File: src/rtl/wb_merge.sv
// Writeback merge: in-order pipeline results own the register write port, long-latency
// results queue in a small FIFO and drain into idle slots. Optional: `WB_MERGE_STATS_EN.
module wb_merge #(
   parameter int DEPTH = 4,
   parameter int AW    = 2
) (
   input  logic        clk,
   input  logic        reset,
   input  logic        pipe_we,
   input  logic [3:0]  pipe_addr,
   input  logic [31:0] pipe_data,
   input  logic        ml_valid,
   input  logic [3:0]  ml_addr,
   input  logic [31:0] ml_data,
   output logic        ml_ready,
   input  logic        issue_valid,
   input  logic [3:0]  issue_addr,
   input  logic [3:0]  addr_a,
   input  logic [3:0]  addr_b,
   output logic        busy_a,
   output logic        busy_b,
   output logic        busy_d,
   output logic [3:0]  addr_d,
   output logic [31:0] data_d,
   output logic        we,
   output logic [31:0] ml_stall_cnt
);

   // Handshake: a long-latency result transfers on a clock edge where ml_valid && ml_ready;
   // ml_ready depends only on the registered count, so a pop never frees a slot the same cycle.
   localparam logic [AW:0]   L_FULL    = (AW+1)'(DEPTH);
   localparam logic [AW:0]   L_CNT_ONE = (AW+1)'(1);
   localparam logic [AW-1:0] L_PTR_ONE = AW'(1);

   logic [3:0]    r_fifo_addr [DEPTH];
   logic [31:0]   r_fifo_data [DEPTH];
   logic [AW-1:0] r_wr_ptr;
   logic [AW-1:0] r_rd_ptr;
   logic [AW:0]   r_count;
   logic [15:0]   r_mask;
   logic          r_we;
   logic [3:0]    r_addr_d;
   logic [31:0]   r_data_d;

   logic          w_push;
   logic          w_pop;
   logic          w_pipe_sel;
   logic          w_empty;
   logic [3:0]    w_head_addr;
   logic [31:0]   w_head_data;
   logic [15:0]   w_mask_nxt;

   assign w_empty     = (r_count == '0);
   assign ml_ready    = (r_count != L_FULL);
   assign w_push      = ml_valid && ml_ready;
   assign w_pipe_sel  = pipe_we && (pipe_addr != 4'd0);
   assign w_pop       = !w_pipe_sel && !w_empty;
   assign w_head_addr = r_fifo_addr[r_rd_ptr];
   assign w_head_data = r_fifo_data[r_rd_ptr];

   // Storage has no reset; validity is carried entirely by the pointers and count.
   always_ff @(posedge clk) begin
      if (w_push) begin
         r_fifo_addr[r_wr_ptr] <= ml_addr;
         r_fifo_data[r_wr_ptr] <= ml_data;
      end
   end

   always_ff @(posedge clk) begin
      if (!reset) begin
         r_wr_ptr <= '0;
         r_rd_ptr <= '0;
         r_count  <= '0;
      end else begin
         if (w_push) r_wr_ptr <= r_wr_ptr + L_PTR_ONE;
         if (w_pop)  r_rd_ptr <= r_rd_ptr + L_PTR_ONE;
         case ({w_push, w_pop})
            2'b10:   r_count <= r_count + L_CNT_ONE;
            2'b01:   r_count <= r_count - L_CNT_ONE;
            default: r_count <= r_count;
         endcase
      end
   end

   // Clear is applied before set so an issue landing on the popping register keeps it pending.
   always_comb begin
      w_mask_nxt = r_mask;
      if (w_pop)       w_mask_nxt[w_head_addr] = 1'b0;
      if (issue_valid) w_mask_nxt[issue_addr]  = 1'b1;
      w_mask_nxt[0] = 1'b0;
   end

   always_ff @(posedge clk) begin
      if (!reset) r_mask <= '0;
      else        r_mask <= w_mask_nxt;
   end

   assign busy_a = r_mask[addr_a];
   assign busy_b = r_mask[addr_b];
   assign busy_d = issue_valid && r_mask[issue_addr];

   always_ff @(posedge clk) begin
      if (!reset) begin
         r_we     <= 1'b0;
         r_addr_d <= 4'd0;
         r_data_d <= 32'd0;
      end else if (w_pipe_sel) begin
         r_we     <= 1'b1;
         r_addr_d <= pipe_addr;
         r_data_d <= pipe_data;
      end else if (w_pop) begin
         r_we     <= (w_head_addr != 4'd0);
         r_addr_d <= w_head_addr;
         r_data_d <= w_head_data;
      end else begin
         r_we     <= 1'b0;
      end
   end

   assign we     = r_we;
   assign addr_d = r_addr_d;
   assign data_d = r_data_d;

`ifdef WB_MERGE_STATS_EN
   logic [31:0] r_stall_cnt;

   always_ff @(posedge clk) begin
      if (!reset) begin
         r_stall_cnt <= 32'd0;
      end else if (ml_valid && !ml_ready && (r_stall_cnt != 32'hFFFF_FFFF)) begin
         r_stall_cnt <= r_stall_cnt + 32'd1;
      end
   end

   assign ml_stall_cnt = r_stall_cnt;

   // Flags upstream hazard-contract breaches; never synthesised into checking hardware.
   always_ff @(posedge clk) begin
      if (reset) begin
         assert (!(w_pipe_sel && r_mask[pipe_addr]))
            else $error("wb_merge: pipeline write to pending register %0d", pipe_addr);
         assert (!busy_d)
            else $error("wb_merge: issue to pending register %0d", issue_addr);
      end
   end
`else
   assign ml_stall_cnt = 32'd0;
`endif

endmodule

File: config.mk
export PLATFORM = sky130hd
export DESIGN_NAME = wb_merge
export DESIGN_NICKNAME = d
export VERILOG_FILES = /design/src/rtl/wb_merge.sv
export SDC_FILE = /design/constraint.sdc
export NUM_CORES = 1
export LEC_CHECK = 0
export CAP_MARGIN = 10
export CORE_MARGIN = 2
export CORE_UTILIZATION = 50
export CTS_CLUSTER_SIZE = 24
export DETAILED_ROUTE_END_ITERATION = 16
export HOLD_SLACK_MARGIN = 0.06
export PLACE_DENSITY = 0.77
export SLEW_MARGIN = 20
export SYNTH_ARGS = -nofsm -noshare
export SYNTH_HDL_FRONTEND = slang
export SYNTH_SLANG_ARGS = --single-unit
File: constraint.sdc
create_clock -name clk -period 2.6 [get_ports clk]
set_input_delay 0.26 -clock clk [delete_from_list [all_inputs] [get_ports clk]]
set_output_delay 0.26 -clock clk [all_outputs]
set_load 0.01 [all_outputs]
==> flow_summary.ini <==
[logic_synthesis]
synth-edff-count = 144
ys.flop_type = edfxtp_1
synth_fa_ha_area_frac = 0.00965
yosysWarnings = 0
synth_top_family_by_area = multiplexers
synth.ff_latch_count = 205
synth.distinct_cells = 42
synth_mux_area_frac = 0.138
synth_cells = 591
syn_avg_cell_area_sq_um = 14.5
synth-simple-area-share = 0.0500
synth.area.top_cells = edfxtp_1 (51%), dfxtp_1 (14%), mux4_2 (12%)
synth_compound_gate_area_share = 0.102
synthArstFlopShare = 0
netlist_area_sq_um = 8550
yosys.area_share.xor_xnor = 0.00205
synth_area_leader_cell = edfxtp_1
synth_top_area_share = 0.506
synth_seq_area_share = 0.648

[sta]
final_hold_viol_count = 0
fin_skew_ns = 0.0160
hold_ws_ns = 0.394
fmax_mhz = 393
finalCritPeriodShare = 0.978
maxSlewViolCount = 0
timing.final.ws_setup_ns = 0.0561
finalSetupViolations = 0
fin_tns_setup_ns = 0
fin_crit_ns = 2.54
rsz0062_at_grt = no
worst_slew_pin_slew_ns = 0.779
maxSlewHeadroom = 0.480

[global_route]
grt-ovfl-total = 0
grt_pass1_wl_um = 31600
grt_pass1_vias = 5889
busiest_layer = met2
antenna_found_initial = 0
grtUsageTotal = 0.226
grt_util_met3 = 0.0447
grt_max_degree = 39
grt_use_met2 = 0.397
grtUsageMet1 = 0.289

[setup_path]
required_ns = 2.34
crit_chain = mux4_2, mux4_2, clkdlybuf4s50_1
slowest_delay_ns = 0.49
critPathKind = reg -> out
reg2reg_setup_slack_ns = 0.16
critPathCaptureType = primary output
path_max_fanout = 4
worstSetupStartpointType = register
worstPathArrival_ns = 2.28
slowest_stage = clkdlybuf4s50_1
cpMostUsedCell = mux4_2

[routing]
via_count = 5596
dr.pass1.iters = 5
wl_per_cell_um = 21.0
viasPerCell = 5.82
initialDrtViolationCount = 454
routed_wl_um = 20200
ant_nets = 0
drcViolationCount = 0

[layout]
num_antenna_cells = 0
fin_nets = 822
drive_gt1_frac = 0.161
final_cell_mix = edfxtp_1 (144), clkdlybuf4s50_1 (125), a21oi_1 (83), dfxtp_1 (59), nand2_1 (51)
final_area_sq_um = 10800
multiInputGateArea_sq_um = 2720
mostFrequentLayoutCell = edfxtp_1
num-fill-cells = 1188
fin_cells = 961
synthToLayoutAreaGrowth_pct = 25.9
seqCellArea_sq_um = 5550

[job]
cap_violations = 0

[clock_network]
cts_buffer_depth = 3
cts_tree = done
htree_levels = 1
postCtsSetupRepairBufs = 0
clk_pin_slew_worst_paths_ns = 0.06
root_buffer = clkbuf_16
cts_hold_buf = 0
cts_sinks = 205
cts_buffers = 20
clock_latency_ns = 0.49

[floorplanning]
fp.dieW_um = 135
fp.dieH_um = 135
initial_utilization = 0.514
fp-row-count = 47
fp.coreArea_sq_um = 16600
dieArea_sq_um = 18200
io_pins = 162

[place]
io_buffers = 129
gp_congestion = 0.828
dpl_worst_slack_ns = -0.0306
dp.final_hpwl_um = 13000
placed_cells = 925
placed_cell_area_sq_um = 10100

[power_and_ir_drop]
total_leakage_power_nw = 3.69
ir_drop_uv = 611
p_per_area_nw_per_um2 = 874

[hold_path]
hold_path.class = in -> reg

[status]
status = completed
[area by class of cell]
type | instances | area share
Inverter | 8 | 0.00279
Multi-Input combinational cell | 337 | 0.253
Clock inverter | 7 | 0.00779
Sequential cell | 205 | 0.515
Tap cell | 220 | 0.0256
Clock buffer | 29 | 0.0553
Timing Repair Buffer | 155 | 0.141
[sequential cells by signal, summed over array words and instances (netlist names), 2 cells and up, named ones only]
| name | count |
|---|---|
| r_rd_ptr | 2 |
| r_count | 3 |
| addr_d | 4 |
| r_fifo_addr | 16 |
| r_mask | 15 |
| r_wr_ptr | 2 |
| r_fifo_data | 128 |
| data_d | 32 |
[per-stage QoR]
step	power, mW	util
floorplan	5.60	-
global placement	6.44	0.606
detailed placement	6.52	0.606
CTS	9.48	0.647
global route	9.83	0.647
finish	9.41	0.647
[worst paths after layout]
kind	end	start	cells after the start
worst max-delay path	busy_b	r_mask[8]$_SDFF_PN0_	3
worst min-delay path	r_mask[15]$_SDFF_PN0_	issue_addr[0]	4
worst max register to register	r_count[2]$_SDFFE_PN0P_	r_count[2]$_SDFFE_PN0P_	8
worst min register to register	register	r_rd_ptr[1]$_SDFFE_PN0N_	2
[critical path, delay by kind of cell, from the launching register on]
family,cells,cell delay [ns]
flip-flops,1,0.37
multiplexers,2,0.93
buffers and inverters,1,0.49
[synth_stat cells, drive strengths merged (7+ instances only)]
cell type and number:
a21oi 83, a311oi 11, buf 45, clkbuf 27, dfxtp 61, edfxtp 144
inv 8, mux2i 12, mux4 47, nand2 51, nand3 7, o21ai 38
[power by group]
group / internal [mW] / switching [mW] / leakage [nW]
logic: 1.05 / 1.35 / 1.52
clock network: 1.79 / 1.16 / 0.338
registers: 3.86 / 0.202 / 1.83
[kinds of logic (layout without fill, tap and decap cells)]
family / after synthesis / in the layout
flip-flops: 205 / 205
AO/OA/AOI/OAI: 151 / 151
AND/OR/NAND/NOR: 87 / 87
multiplexers: 59 / 59
other: 1 / 32
buffers and inverters: 80 / 199
adder cells (fa/ha/maj): 6 / 6
XOR/XNOR: 2 / 2
[what timing repair did]
item                                   4_1_cts  5_1_grt
gates cloned                                 0        0
resized for setup                            2        2
endpoints found under the hold margin        0        0
setup endpoints to repair                    2        2
[metal layers]
layer	share of wire	vias up
met2	0.51	272
li1	-	2490
met4	0.016	0
met3	0.077	27
met1	0.40	2807
met5	0	-
No activity file was read; power rests on OpenSTA's default activity.
